### src/rtl/toy_fetch_filter_if.sv
// Fetch-filter handshake bundle: ROB-side block channel, decode-side instruction channel and front-end flush.
// master drives blocks, inst_rdy and flush; slave is the filter itself.
interface toy_fetch_filter_if #(
  parameter int FETCH_DATA_WIDTH = 128,
  parameter int INST_WIDTH       = 32
);
  logic                        filter_vld;
  logic                        filter_rdy;
  logic [FETCH_DATA_WIDTH-1:0] filter_pld;
  logic                        inst_vld;
  logic                        inst_rdy;
  logic [INST_WIDTH-1:0]       inst_pld;
  logic [31:0]                 inst_pc;
  logic                        fe_ctrl_flush;
  logic [31:0]                 fe_ctrl_flush_pc;

  modport master (
    output filter_vld, filter_pld, inst_rdy, fe_ctrl_flush, fe_ctrl_flush_pc,
    input  filter_rdy, inst_vld, inst_pld, inst_pc
  );

  modport slave (
    input  filter_vld, filter_pld, inst_rdy, fe_ctrl_flush, fe_ctrl_flush_pc,
    output filter_rdy, inst_vld, inst_pld, inst_pc
  );
endinterface

### src/rtl/toy_fetch_filter.sv
// Fetch-block splitter: holds one block, emits words from the current PC offset one per cycle, first word the cycle after accept.
// filter_rdy is low while a block drains except on the last-word handshake; flush beats every other event.
module toy_fetch_filter #(
  parameter int          FETCH_DATA_WIDTH = 128,
  parameter int          INST_WIDTH       = 32,
  parameter logic [31:0] RESET_PC         = 32'h8000_0000
) (
  input logic               clk,
  input logic               rst_n,
  toy_fetch_filter_if.slave bus
);
  localparam int WORDS = FETCH_DATA_WIDTH / INST_WIDTH;
  localparam int OFS_W = (WORDS > 1) ? $clog2(WORDS) : 1;

  logic                        r_buf_vld;
  logic [FETCH_DATA_WIDTH-1:0] r_buf_data;
  logic [29:0]                 r_pc_w;

  logic [INST_WIDTH-1:0] w_words [WORDS];
  logic [OFS_W-1:0]      w_ofs;
  logic                  w_last;
  logic                  w_out_fire;
  logic                  w_in_fire;
  logic                  w_filter_rdy;
  logic                  w_unused_pc_lsb;

  // PC is kept as a word address; the byte bits of the redirect target are dropped.
  assign w_unused_pc_lsb = &{1'b0, bus.fe_ctrl_flush_pc[1:0]};

  for (genvar k = 0; k < WORDS; k++) begin : g_word
    assign w_words[k] = r_buf_data[k*INST_WIDTH +: INST_WIDTH];
  end

  assign w_ofs        = r_pc_w[OFS_W-1:0];
  assign w_last       = (w_ofs == OFS_W'(WORDS - 1));
  assign w_out_fire   = r_buf_vld & bus.inst_rdy;
  assign w_filter_rdy = ~bus.fe_ctrl_flush & (~r_buf_vld | (w_out_fire & w_last));
  assign w_in_fire    = bus.filter_vld & w_filter_rdy;

  assign bus.filter_rdy = w_filter_rdy;
  assign bus.inst_vld   = r_buf_vld;
  assign bus.inst_pld   = w_words[w_ofs];
  assign bus.inst_pc    = {r_pc_w, 2'b00};

  always_ff @(posedge clk or negedge rst_n) begin
    if (!rst_n) begin
      r_buf_vld  <= 1'b0;
      r_buf_data <= '0;
      r_pc_w     <= RESET_PC[31:2];
    end else if (bus.fe_ctrl_flush) begin
      // A same-cycle output handshake is consumed downstream but must not move the PC.
      r_buf_vld <= 1'b0;
      r_pc_w    <= bus.fe_ctrl_flush_pc[31:2];
    end else begin
      if (w_in_fire) begin
        r_buf_data <= bus.filter_pld;
        r_buf_vld  <= 1'b1;
      end else if (w_out_fire && w_last) begin
        r_buf_vld <= 1'b0;
      end
      if (w_out_fire) begin
        r_pc_w <= r_pc_w + 30'd1;
      end
    end
  end
endmodule

### src/flat_wrapper.sv
// flat-port wrapper written by rule: the top's interface ports become plain ports
module toy_fetch_filter_flat 
#(
  parameter int          FETCH_DATA_WIDTH = 128,
  parameter int          INST_WIDTH       = 32,
  parameter logic [31:0] RESET_PC         = 32'h8000_0000
)
  (clk, rst_n, bus_filter_vld, bus_filter_pld, bus_inst_rdy, bus_fe_ctrl_flush, bus_fe_ctrl_flush_pc, bus_filter_rdy, bus_inst_vld, bus_inst_pld, bus_inst_pc);
  toy_fetch_filter_if #(.FETCH_DATA_WIDTH(FETCH_DATA_WIDTH), .INST_WIDTH(INST_WIDTH)) bus_i ();
  input logic clk;
  input logic rst_n;
  input wire logic [$bits(bus_i.filter_vld)-1:0] bus_filter_vld;
  input wire logic [$bits(bus_i.filter_pld)-1:0] bus_filter_pld;
  input wire logic [$bits(bus_i.inst_rdy)-1:0] bus_inst_rdy;
  input wire logic [$bits(bus_i.fe_ctrl_flush)-1:0] bus_fe_ctrl_flush;
  input wire logic [$bits(bus_i.fe_ctrl_flush_pc)-1:0] bus_fe_ctrl_flush_pc;
  output wire logic [$bits(bus_i.filter_rdy)-1:0] bus_filter_rdy;
  output wire logic [$bits(bus_i.inst_vld)-1:0] bus_inst_vld;
  output wire logic [$bits(bus_i.inst_pld)-1:0] bus_inst_pld;
  output wire logic [$bits(bus_i.inst_pc)-1:0] bus_inst_pc;
  assign bus_i.filter_vld = bus_filter_vld;
  assign bus_i.filter_pld = bus_filter_pld;
  assign bus_i.inst_rdy = bus_inst_rdy;
  assign bus_i.fe_ctrl_flush = bus_fe_ctrl_flush;
  assign bus_i.fe_ctrl_flush_pc = bus_fe_ctrl_flush_pc;
  assign bus_filter_rdy = bus_i.filter_rdy;
  assign bus_inst_vld = bus_i.inst_vld;
  assign bus_inst_pld = bus_i.inst_pld;
  assign bus_inst_pc = bus_i.inst_pc;
  toy_fetch_filter #(.FETCH_DATA_WIDTH(FETCH_DATA_WIDTH), .INST_WIDTH(INST_WIDTH), .RESET_PC(RESET_PC)) u_core (.clk(clk), .rst_n(rst_n), .bus(bus_i));
endmodule
### config.mk
export PLATFORM = sky130hd
export DESIGN_NAME = toy_fetch_filter_flat
export DESIGN_NICKNAME = d
export VERILOG_FILES = /design/src/rtl/toy_fetch_filter_if.sv /design/src/rtl/toy_fetch_filter.sv /design/src/flat_wrapper.sv
export SDC_FILE = /design/constraint.sdc
export NUM_CORES = 1
export LEC_CHECK = 0
export BUFFER_PORTS_ARGS = -buffer_cell sky130_fd_sc_hd__buf_2
export CAP_MARGIN = 20
export CORE_MARGIN = 2
export CORE_UTILIZATION = 54
export CTS_CLUSTER_DIAMETER = 100
export CTS_CLUSTER_SIZE = 20
export DETAILED_ROUTE_END_ITERATION = 12
export PLACE_DENSITY = 0.95
export SLEW_MARGIN = 20
export SYNTH_ARGS = -nofsm -noshare
export SYNTH_HDL_FRONTEND = slang
export SYNTH_SLANG_ARGS = --single-unit
### constraint.sdc
create_clock -name clk -period 5.5 [get_ports clk]
set_clock_uncertainty 0.2 [all_clocks]
set_input_delay 0.275 -clock clk [delete_from_list [all_inputs] [get_ports clk]]
set_output_delay 0.275 -clock clk [all_outputs]
set_load 0.01 [all_outputs]
* Word-level counts from Yosys, hierarchy flattened
Cells that the tools add are included.
** Operators by class
- Muxes and demuxes :: 8
- Equal/unequal tests :: 1
- Order comparisons :: 1
- Add/sub/neg operators :: 1
- Bitwise gates (word level) :: 8
- Reductions and logical operators :: 4
** Operators with widths (count)
- $bmux W32 S2 :: 1
- $mux W32 :: 2
- $mux W30 :: 2
- $add A30 B1 Y30 const B :: 1
- $and A1 B1 Y1 :: 4
- $ge A3 B3 Y1 const B :: 1
- $mux W1 :: 3
- $not A2 Y3 :: 1
- $reduce_bool A3 Y1 :: 1
- $eq A2 B2 Y1 const B :: 1
- $not A1 Y1 :: 2
- $reduce_and A2 Y1 :: 1
- $reduce_bool A2 Y1 :: 1
- $logic_and A1 B1 Y1 :: 1
- $or A1 B1 Y1 :: 1
** Storage, ports and cells
- Logic and storage cells :: 26
- Bits in registers :: 159
- Output and inout bits :: 66
- Input bits :: 165

* Depth between registers and ports, before layout
Gate-level depths: netlist of the first run.
- Word-level depth :: 7
- Mapped depth :: 7
- Mapped depth without buffers :: 5

* Worst setup path after synthesis of the first run
No wires, ideal clock.
- Path kind :: reg2reg
- Start point :: register u_core.r_pc_w[0]
- End point :: register u_core.r_buf_data[107]
- Stages on the path, launching flop included :: 8
- Buffers on the path :: 2
- Required time :: 5.175 ns
- Arrival time :: 2.006 ns
- Library setup time :: 0.125 ns
- Slack :: 3.170 ns
- Path through :: dfrtp_1 -> ha_1 -> nand2_1 -> a21oi_1 -> and2_1 -> clkbuf_1 -> buf_2 -> mux2_2
** Between the ends
- Longest elaborated chain between the ends :: 6
** RTL lines
- start, declared :: RTL line toy_fetch_filter.sv:17 : logic [29:0] r_pc_w;
- start signal, assigned :: RTL line toy_fetch_filter.sv:49 : r_pc_w <= RESET_PC[31:2];
- start signal, assigned :: RTL line toy_fetch_filter.sv:53 : r_pc_w <= bus.fe_ctrl_flush_pc[31:2];
- start signal, assigned :: RTL line toy_fetch_filter.sv:62 : r_pc_w <= r_pc_w + 30'd1;
- $eq A2 B2 Y1 :: RTL line toy_fetch_filter.sv:35 : assign w_last = (w_ofs == OFS_W'(WORDS - 1));
- $and A1 B1 Y1 :: RTL line toy_fetch_filter.sv:37 : assign w_filter_rdy = ~bus.fe_ctrl_flush & (~r_buf_vld | (w_out_fire & w_last));
- $or A1 B1 Y1 :: RTL line toy_fetch_filter.sv:37
- $and A1 B1 Y1 :: RTL line toy_fetch_filter.sv:37
- via bus_filter_rdy :: RTL line flat_wrapper.sv:17 : output wire logic [$bits(bus_i.filter_rdy)-1:0] bus_filter_rdy;
- $and A1 B1 Y1 :: RTL line toy_fetch_filter.sv:38 : assign w_in_fire = bus.filter_vld & w_filter_rdy;
- $reduce_and A2 Y1 (no source line)
- end signal, assigned :: RTL line toy_fetch_filter.sv:56 : r_buf_data <= bus.filter_pld;
- end, declared :: RTL line toy_fetch_filter.sv:16 : logic [FETCH_DATA_WIDTH-1:0] r_buf_data;
The timed path passes the listed nets, and every way through them passes these cells.
A chain may end at the register's enable or synchronous reset.

* Worst setup path after layout of the first run
- Start point :: register u_core.r_pc_w[0]
- End point :: register u_core.r_pc_w[27]
** Between the ends
- Longest elaborated chain between the ends :: 3
** RTL lines
- $add A30 B1 Y30 :: RTL line toy_fetch_filter.sv:62
- $mux W30 :: RTL line toy_fetch_filter.sv:61 : if (w_out_fire) begin
- $mux W30 :: RTL line toy_fetch_filter.sv:50 : end else if (bus.fe_ctrl_flush) begin
Every way passes these cells. The select of a mux whose other input is x is not followed.

==> results.toml, run 1 <==
[global_routing]
gr-total-overflow = 0
grt_pass1_wl_um = 37500
grt_pass1_vias = 6905
grt_max_degree = 97
antenna_found_initial = 5
grtUsageTotal_pct = 34.3

[clock_network]
cts_made_buffers = 17
clk_pin_slew_ns = 0.07
cts_tree = "yes"
cts_resized = 0
cts_sinks = 159
cts-htree-levels = 4
insertion_delay_ns = 0.42
clockBufferDepth = 2
cts_root_buffer = "clkbuf_16"

[layout]
nets = 1062
syn_to_final_growth_pct = 47.3
drive_gt1_share_pct = 47.5

[hold_path]
hold_path_end = "u_core.bus.inst_vld$_DFFE_PN0P_"
worstHoldPathCells = 4
hp-start = "bus_inst_rdy"
hold_path.class = "in2reg"

[synth]
yosys.area.top_type = "dfrtp_1"
ys_types = 41
synth_cells = 521
async_flop_share_pct = 100
synthesis.area_um2 = 7310
ys_ff_latch = 159
synth_edf_count = 0
yosysMostFrequentCell = "dfrtp_1"
avgSynthCellArea_um2 = 14.0
synth_top_area_share_pct = 54.1
synth_warnings = 0
synth_area_leaders = "dfrtp_1 (54%), mux2_2 (20%), mux4_2 (9.9%)"
synth_flop_cell = "dfrtp_1"
ys_seq_area_share_pct = 54.4
synth_common_cells = "dfrtp_1 (158), mux2_2 (128), mux4_2 (32), nand2_1 (26), o21ai_0 (21)"

[route]
first_iter_violations = 572
wirelength_um = 24300
drc = 0
post_drt_wl_per_cell_um = 22.3
firstDrtPassIters = 6
drtAntennaViolNets = 0
viasPerCell = 5.81
detailroute.via_count = 6332

[power_and_ir_drop]
leakage_nw = 4.70
ir_worst_vdd_uv = 249
p_per_area_nw_per_um2 = 337
total_power_mw = 3.63

[floorplanning]
die_area_um2 = 14500
die_x_um = 120
coreArea_um2 = 13200
io_pins = 231
die_y_um = 120
initial_core_util_pct = 55.2
row_count = 42

[sta]
rsz0062_at_grt = "no"
drv_slew = 0
setup_tns_ns = 0
tightest_slew_ns = 0.906
period_needed_ns = 3.05
finalCritPeriodShare_pct = 55.4
setup_violations = 0
slew_headroom_pct = 39.5
hold_viol = 0
fmax_mhz = 328

[placement]
io_buffers = 226
place.gp.congestion = 0.808
place_hpwl_um = 11700

[flow_run]
maxCapViolations = 0

[setup_path]
worstPathArrival_ns = 3.18
rrSetupSlack_ns = 2.45
timing.rr.end = "u_core.r_pc_w[27]$_DFFE_PN0P_"
worstPathRequired_ns = 5.64
path_max_fanout = 35
endpoint_kind = "flop"
cp-start-kind = "flop"
critPathKind = "reg2reg"
reg2regPathDepth = 5
r2r-start = "u_core.r_pc_w[0]$_DFFE_PN0P_"

[run_status]
outcome = "completed"
## metrics by stage
stage          utilization [%]  instances  instance area [um2]  hold WS (ns)  worst slack, ns
4_1_cts                   81.3       1085                10800        0.0626             2.43
3_3_place_gp              64.5        893                 8540         0.222             2.52
5_1_grt                   81.4       1090                10800         0.113             2.24
2_1_floorplan                -        522                 7320        -0.221             3.17
3_5_place_dp              64.5        893                 8540         0.207             2.46
6_report                  81.4       1090                10800        0.0759             2.45
## routing by layer
metal  up-vias  track usage (%)  share of wire, %
met1      3135             39.4                36
met4         0             17.7               4.6
met2       416             58.8                51
met5         -                0                 0
li1       2687                -                 -
met3        94             9.43               8.7
## cells by family (layout without fill, tap and decap cells)
group	count (synthesis)	in the layout	synth area share (%)
muxes	161	161	29.7
DFF	159	159	54.4
and+or+nand+nor	97	97	7.39
AOI/OAI and AO/OA	48	48	3.92
buffers and inverters	42	429	2.91
xor gates and xnor gates	12	12	1.44
adders and majority gates	1	1	0.171
other	1	7	0.0513
## cell type report
| type | count | area, um2 |
|---|---|---|
| sequential | 159 | 3980 |
| multi-input combinational | 321 | 3130 |
| timing repair buffer | 390 | 2780 |
| fill | 680 | 2470 |
| clock buffer | 20 | 467 |
| tap | 176 | 220 |
| clock inverter | 12 | 159 |
| inverter | 7 | 26.3 |
| antenna | 5 | 12.5 |
## critical path, cell delays in order (launching register included)
cell and delay, ns:
dfrtp_2 0.36, buf_4 0.59, nand4_4 0.30, or4_1 0.79
or4_1 0.54, a31oi_1 0.17
## placed cells by master, fill, tap and decap left out, types with 2 or more instances in the layout
cell type      Yosys  final
nor3_1             3      3
dfrtp_2            0      2
and4_1             4      4
buf_4              2      3
bufinv_16          0      3
clkbuf_8           2      3
nor2_1            19     19
nand4_1            6      6
clkinvlp_4         0      4
o31ai_1            6      6
nand2_1           26     26
inv_1              7      7
or4_1             11     11
dlygate4sd3_1      0    160
clkinv_2           0      2
nor4_1             6      6
dfrtp_1          158    156
mux2_2           128    128
o21ai_0           21     21
mux4_2            32     32
a21oi_1            2      2
or3_2              3      3
a31oi_1           15     15
nand3_2            2      2
diode_2            0      5
conb_1             1      2
or3_1              5      5
xnor2_1           11     11
nand3_1            6      6
buf_2             16    225
clkinv_4           0      2
clkbuf_16          0     17
## report_power, final
| group | leakage (nW) | internal [mW] | switching [mW] |
|---|---|---|---|
| Combinational | 2.54 | 0.473 | 0.360 |
| Sequential | 1.86 | 1.38 | 0.167 |
| Clock | 0.296 | 0.754 | 0.498 |
| Total | 4.70 | 2.61 | 1.02 |
## worst max-delay path by stage
stage	from	end	slack, ns	cells past startpoint
2_1_floorplan	u_core.r_pc_w[0]$_DFFE_PN0P_	u_core.r_buf_data[107]$_DFFE_PN0P_	3.17	7
3_3_place_gp	u_core.r_pc_w[0]$_DFFE_PN0P_	u_core.r_pc_w[27]$_DFFE_PN0P_	2.52	5
3_5_place_dp	u_core.r_pc_w[0]$_DFFE_PN0P_	u_core.r_pc_w[27]$_DFFE_PN0P_	2.46	5
4_1_cts	u_core.r_pc_w[0]$_DFFE_PN0P_	u_core.r_pc_w[27]$_DFFE_PN0P_	2.43	5
5_1_grt	u_core.r_pc_w[0]$_DFFE_PN0P_	u_core.r_pc_w[27]$_DFFE_PN0P_	2.24	5
6_report	u_core.r_pc_w[0]$_DFFE_PN0P_	u_core.r_pc_w[27]$_DFFE_PN0P_	2.45	5
## sequential cells by signal (all words and copies together) (netlist names)
| signal | flops |
|---|---|
| u_core.r_buf_data | 128 |
| u_core.r_pc_w | 30 |
| u_core.bus.inst_vld | 1 |
## timing repair
| action | 4_1_cts | 5_1_grt |
|---|---|---|
| hold buffers | 160 | 0 |
| hold endpoints to repair | 254 | 0 |
| setup buffers | 0 | 0 |
Power figures use the tool's default switching activity.
==> inputs of run 2 (changes only) <==
--- a/config.mk
+++ b/config.mk
@@ -8,11 +8,11 @@
 export BUFFER_PORTS_ARGS = -buffer_cell sky130_fd_sc_hd__buf_2
 export CAP_MARGIN = 20
 export CORE_MARGIN = 2
-export CORE_UTILIZATION = 54
+export CORE_UTILIZATION = 51
 export CTS_CLUSTER_DIAMETER = 100
 export CTS_CLUSTER_SIZE = 20
 export DETAILED_ROUTE_END_ITERATION = 12
-export PLACE_DENSITY = 0.95
+export PLACE_DENSITY = 0.91
 export SLEW_MARGIN = 20
 export SYNTH_ARGS = -nofsm -noshare
 export SYNTH_HDL_FRONTEND = slang
==> constraint.sdc (replaced) <==
create_clock -name clk -period 3.1 [get_ports clk]
set_clock_uncertainty 0.2 [all_clocks]
set_input_delay 0.155 -clock clk [delete_from_list [all_inputs] [get_ports clk]]
set_output_delay 0.155 -clock clk [all_outputs]
set_load 0.01 [all_outputs]
==> run 2 against run 1 <==
Cell area rose by 0.89%. Final cell count is 0.64% higher. Maximum frequency increased by 13%. Routed wire length shrank 7.8%. Clock power grew 74%. Combinational power grew 74%. Via count is 2.2% lower. Sequential share of layout area fell by 0.33 points.
==> results.toml, run 2 (same netlist as run 1, synthesis figures left out) <==
[floorplanning]
die_x_um = 124
die_area_um2 = 15300
io_pins = 231
initial_core_util_pct = 52.5
row_count = 43
die_y_um = 124
coreArea_um2 = 13900

[layout]
fillers = 746
multi_input_area_um2 = 3130
area.sequential_um2 = 3980
syn_to_final_growth_pct = 48.7
fin_area_um2 = 10900
layout_commonest_cell = "buf_2"
largest_reg_flops = 128
drive_gt1_share_pct = 47.0
layout_common_cells = "buf_2 (225), dlygate4sd3_1 (167), dfrtp_1 (156)"
nets = 1072
regMostFlops = "u_core.r_buf_data"

[clock_network]
cts_root_buffer = "clkbuf_16"
cts_resized = 0
postCtsHoldBufs = 167
clockBufferDepth = 2
clk_pin_slew_ns = 0.06
cts-htree-levels = 4
cts_tree = "yes"
cts_made_buffers = 17
insertion_delay_ns = 0.41
cts_setup_buffers = 0
cts_sinks = 159

[route]
first_iter_violations = 461
drtAntennaViolNets = 0
viasPerCell = 5.65
firstDrtPassIters = 5
post_drt_wl_per_cell_um = 20.5
wirelength_um = 22500
detailroute.via_count = 6194
drc = 0

[global_routing]
grt_pass1_vias = 6653
antenna_found_initial = 3
gr-total-overflow = 0
grt_pass1_wl_um = 34400
grt_max_degree = 77
grtUsageTotal_pct = 29.9

[sta]
worst_slack_ns = 0.399
hold_viol = 0
fmax_mhz = 370
slew_headroom_pct = 39.8
setup_violations = 0
rsz0062_at_grt = "no"
finalCritPeriodShare_pct = 87.1
setup_tns_ns = 0
timing.hold.ws_ns = 0.0429
tightest_slew_ns = 0.902
drv_slew = 0
period_needed_ns = 2.70

[setup_path]
endpoint_kind = "flop"
worstPathArrival_ns = 2.82
worstPathRequired_ns = 3.22
cp-start-kind = "flop"
critPathKind = "reg2reg"
path_max_fanout = 17

[placement]
place_area_um2 = 8590
io_buffers = 226
post-place-ws_ns = 0.472
place.gp.congestion = 0.852
place_hpwl_um = 11400

[power_and_ir_drop]
p_per_area_nw_per_um2 = 584
leakage_nw = 4.75
ir_worst_vdd_uv = 454

[hold_path]
hold_path.class = "in2reg"

[run_status]
outcome = "completed"

[flow_run]
maxCapViolations = 0
[run 2: changes by cell type in the layout (fill, tap and decap cells not counted), sizes merged]
cell / previous run / this run
inv: 8 / 7
diode: 5 / 3
clkinvlp: 4 / 1
dlygate4sd3: 160 / 167
clkinv: 4 / 2
buf: 230 / 233
bufinv: 3 / 4
[run 2: report_power, final]
| group | switching [mW] | internal [mW] | leakage [nW] |
|---|---|---|---|
| Combinational | 0.597 | 0.849 | 2.59 |
| Clock | 0.793 | 1.39 | 0.296 |
| Sequential | 0.266 | 2.45 | 1.86 |
[run 2: final timing paths]
check / from / to / slack, ns / cells after the start
hold / removal: bus_inst_rdy / u_core.r_pc_w[0]$_DFFE_PN0P_ / 0.04 / 4
setup / recovery: u_core.r_pc_w[0]$_DFFE_PN0P_ / u_core.r_pc_w[22]$_DFFE_PN0P_ / 0.40 / 5
min in group asynchronous: rst_n / u_core.r_buf_data[15]$_DFFE_PN0P_ / 0.15 / 2
hold reg to reg: u_core.r_buf_data[49]$_DFFE_PN0P_ / u_core.r_buf_data[49]$_DFFE_PN0P_ / 0.30 / 1
max in group asynchronous: rst_n / u_core.r_buf_data[92]$_DFFE_PN0P_ / 1.74 / 3
setup reg to reg: u_core.r_pc_w[0]$_DFFE_PN0P_ / u_core.r_pc_w[22]$_DFFE_PN0P_ / 0.40 / 5
[run 2: per-stage QoR]
step                      total power, mW  util, %  std cells
after global placement               3.87     61.6        900
after detailed placement             3.93     61.6        900
final                                6.35     78.0       1097
after floorplan                      3.44        -        522
after CTS                            6.27     78.0       1094
after global routing                 6.61     78.0       1097
[run 2: per-layer routing]
| layer | part of all wire [%] | global-route usage (%) | wire length (um) | up-vias |
|---|---|---|---|---|
| li1 | - | - | - | 2709 |
| met4 | 3.2 | 12.6 | 714 | 0 |
| met5 | 0 | 0 | 0 | - |
| met3 | 7.5 | 7.88 | 1690 | 59 |
| met2 | 52 | 52.0 | 11700 | 331 |
| met1 | 37 | 35.0 | 8340 | 3095 |
[run 2: cell type report]
class | count | share of cell area (%)
clock inverter | 7 | 1.27
timing repair buffer | 400 | 26.7
multi-input combinational | 321 | 28.8
sequential | 159 | 36.6
clock buffer | 20 | 4.29
antenna | 3 | 0.0691
inverter | 7 | 0.242
tap | 180 | 2.07
[run 2: worst max-delay path, cell delays in order (launching register included)]
cell and delay (ns):
dfrtp_2 0.40, ha_1 0.19, nand3_2 0.16, or4_1 0.85, or4_1 0.60, a31oi_1 0.21
==> inputs of run 3 (changes only) <==
--- a/config.mk
+++ b/config.mk
@@ -7,12 +7,14 @@
 export LEC_CHECK = 0
 export BUFFER_PORTS_ARGS = -buffer_cell sky130_fd_sc_hd__buf_2
 export CAP_MARGIN = 20
+export CELL_PAD_IN_SITES_DETAIL_PLACEMENT = 1
+export CELL_PAD_IN_SITES_GLOBAL_PLACEMENT = 2
 export CORE_MARGIN = 2
-export CORE_UTILIZATION = 51
+export CORE_UTILIZATION = 34
 export CTS_CLUSTER_DIAMETER = 100
 export CTS_CLUSTER_SIZE = 20
 export DETAILED_ROUTE_END_ITERATION = 12
-export PLACE_DENSITY = 0.91
+export PLACE_DENSITY = 0.92
 export SLEW_MARGIN = 20
 export SYNTH_ARGS = -nofsm -noshare
 export SYNTH_HDL_FRONTEND = slang
==> run 3 against run 2 <==
Cell area increased by 0.51%. Count of clock-buffer cells in the layout down 3. Sequential power barely moved. Routed wire length grew 7.1%. Non-clock buffer count decreased by 3. Hold slack lost 0.019 ns. Utilization shrank 26 points. Global-route usage is 8.2 points lower. Die area increased by 48%. Setup slack improved by 0.021 ns. Register-to-register slack gained 0.02 ns. Critical endpoint is now u_core.r_pc_w[26]$_DFFE_PN0P_. Largest cell class unchanged. Largest power group unchanged. Highest routed layer unchanged.
==> results.toml, run 3 (same netlist as run 1, synthesis figures left out) <==
[placement]
dpl.cell_count = 998
place.gp.congestion = 0.796
place_hpwl_um = 13800
io_buffers = 226
place_area_um2 = 8730

[route]
viasPerCell = 4.98
post_drt_wl_per_cell_um = 20.1
drtAntennaViolNets = 0
wirelength_um = 24000
drc = 0
firstDrtPassIters = 5
first_iter_violations = 184
detailroute.via_count = 5944

[clock_network]
cts-htree-levels = 4
cts_made_buffers = 17
cts_setup_buffers = 0
cts_tree = "yes"
insertion_delay_ns = 0.42
postCtsHoldBufs = 161
cts_sinks = 159
cts_resized = 0
clk_pin_slew_ns = 0.07
clockBufferDepth = 2
cts_root_buffer = "clkbuf_16"

[power_and_ir_drop]
leakage_nw = 4.73
seqPwrFrac_pct = 43.4
p_per_area_nw_per_um2 = 572
ir_worst_vdd_uv = 292
power_switching_mw = 1.82
swShare_pct = 29.1
power.share.clock_pct = 33.3
total_power_mw = 6.25
combPwrFrac_pct = 23.3
intPower_mw = 4.43

[setup_path]
worstPathArrival_ns = 2.82
rrSetupSlack_ns = 0.42
r2r-start = "u_core.r_pc_w[0]$_DFFE_PN0P_"
cp-start-kind = "flop"
timing.rr.end = "u_core.r_pc_w[26]$_DFFE_PN0P_"
critPathKind = "reg2reg"
path_max_fanout = 17
worstPathRequired_ns = 3.24
reg2regPathDepth = 5
endpoint_kind = "flop"

[layout]
layout_commonest_cell = "buf_2"
largest_reg_flops = 128
multi_input_area_um2 = 3130
nets = 1069
layout_common_cells = "buf_2 (225), dlygate4sd3_1 (161), dfrtp_1 (156)"
area.sequential_um2 = 3980
fillers = 2227
fin_area_um2 = 10900
final_cells = 1193
syn_to_final_growth_pct = 49.4
drive_gt1_share_pct = 47.8
regMostFlops = "u_core.r_buf_data"

[floorplanning]
die_x_um = 151
die_area_um2 = 22700
initial_core_util_pct = 34.7
coreArea_um2 = 21100
row_count = 53
io_pins = 231
die_y_um = 151

[flow_run]
maxCapViolations = 0

[global_routing]
grt_pass1_wl_um = 37100
grt_pass1_vias = 6843
antenna_found_initial = 3
grt_max_degree = 70
grtUsageTotal_pct = 21.7
gr-total-overflow = 0

[sta]
timing.hold.ws_ns = 0.0235
period_needed_ns = 2.68
rsz0062_at_grt = "no"
finalCritPeriodShare_pct = 86.5
fmax_mhz = 373
setup_tns_ns = 0
drv_slew = 0
tightest_slew_ns = 0.942
hold_viol = 0
slew_headroom_pct = 37.1
setup_violations = 0

[hold_path]
hp-start = "bus_inst_rdy"
hold_path.class = "in2reg"
hold_path_end = "u_core.r_pc_w[0]$_DFFE_PN0P_"
worstHoldPathCells = 4

[run_status]
outcome = "completed"
-- run 3: cell count changes in the layout (fill, tap and decap cells not counted) --
cell and delta:
inv_6 +4, clkinv_2 -1, clkinv_4 +2, bufinv_16 -3, clkinvlp_4 +1, dlygate4sd3_1 -6, buf_4 +3, clkbuf_8 -3
clkinv_8 +1, inv_8 +3
-- run 3: critical path: stages (launching register included) --
cell and delay [ns]:
dfrtp_2 0.40, ha_1 0.19, nand3_2 0.15, or4_1 0.85, or4_1 0.59, a31oi_1 0.21
-- run 3: final cells by class --
type | instances | share of cell area (%)
Sequential cell | 159 | 36.4
Multi-Input combinational cell | 321 | 28.6
Timing Repair Buffer | 397 | 26.2
Clock buffer | 17 | 3.89
Tap cell | 275 | 3.15
Clock inverter | 14 | 1.40
Inverter | 7 | 0.240
Antenna cell | 3 | 0.0687
-- run 3: how the worst max path moves through the flow --
stage | startpoint | endpoint | slack (ns) | depth (start not counted)
2_1_floorplan | u_core.r_pc_w[0]$_DFFE_PN0P_ | u_core.r_buf_data[107]$_DFFE_PN0P_ | 0.77 | 7
3_3_place_gp | u_core.r_pc_w[0]$_DFFE_PN0P_ | u_core.r_pc_w[26]$_DFFE_PN0P_ | 0.51 | 5
3_5_place_dp | u_core.r_pc_w[0]$_DFFE_PN0P_ | u_core.r_pc_w[26]$_DFFE_PN0P_ | 0.38 | 5
4_1_cts | u_core.r_pc_w[0]$_DFFE_PN0P_ | u_core.r_pc_w[26]$_DFFE_PN0P_ | 0.39 | 5
5_1_grt | u_core.r_pc_w[0]$_DFFE_PN0P_ | u_core.r_pc_w[26]$_DFFE_PN0P_ | 0.26 | 5
6_report | u_core.r_pc_w[0]$_DFFE_PN0P_ | u_core.r_pc_w[26]$_DFFE_PN0P_ | 0.42 | 5
-- run 3: metal layers --
| metal | wire length, um | track usage, % | vias to the layer above | share of wire, % |
|---|---|---|---|---|
| li1 | - | - | 2709 | - |
| met1 | 9190 | 24.0 | 3026 | 38 |
| met2 | 13200 | 40.9 | 173 | 55 |
| met3 | 1110 | 5.15 | 36 | 4.6 |
| met4 | 497 | 6.87 | 0 | 2.1 |
| met5 | 0 | 0 | - | 0 |
-- run 3: power groups by stage --
stage	Clock (mW)	Sequential (mW)	Combinational (mW)
after detailed placement	0	2.72	1.26
after global placement	0	2.68	1.22
after floorplan	0	2.65	0.799
final	2.08	2.71	1.46
after CTS	2.14	2.68	1.43
after global routing	2.22	2.76	1.57
-- run 3: per-stage QoR --
step / util [%] / setup WS [ns]
after floorplan: - / 0.770
after global placement: 41.4 / 0.507
after detailed placement: 41.4 / 0.381
after CTS: 51.8 / 0.388
after global routing: 51.8 / 0.262
final: 51.8 / 0.419
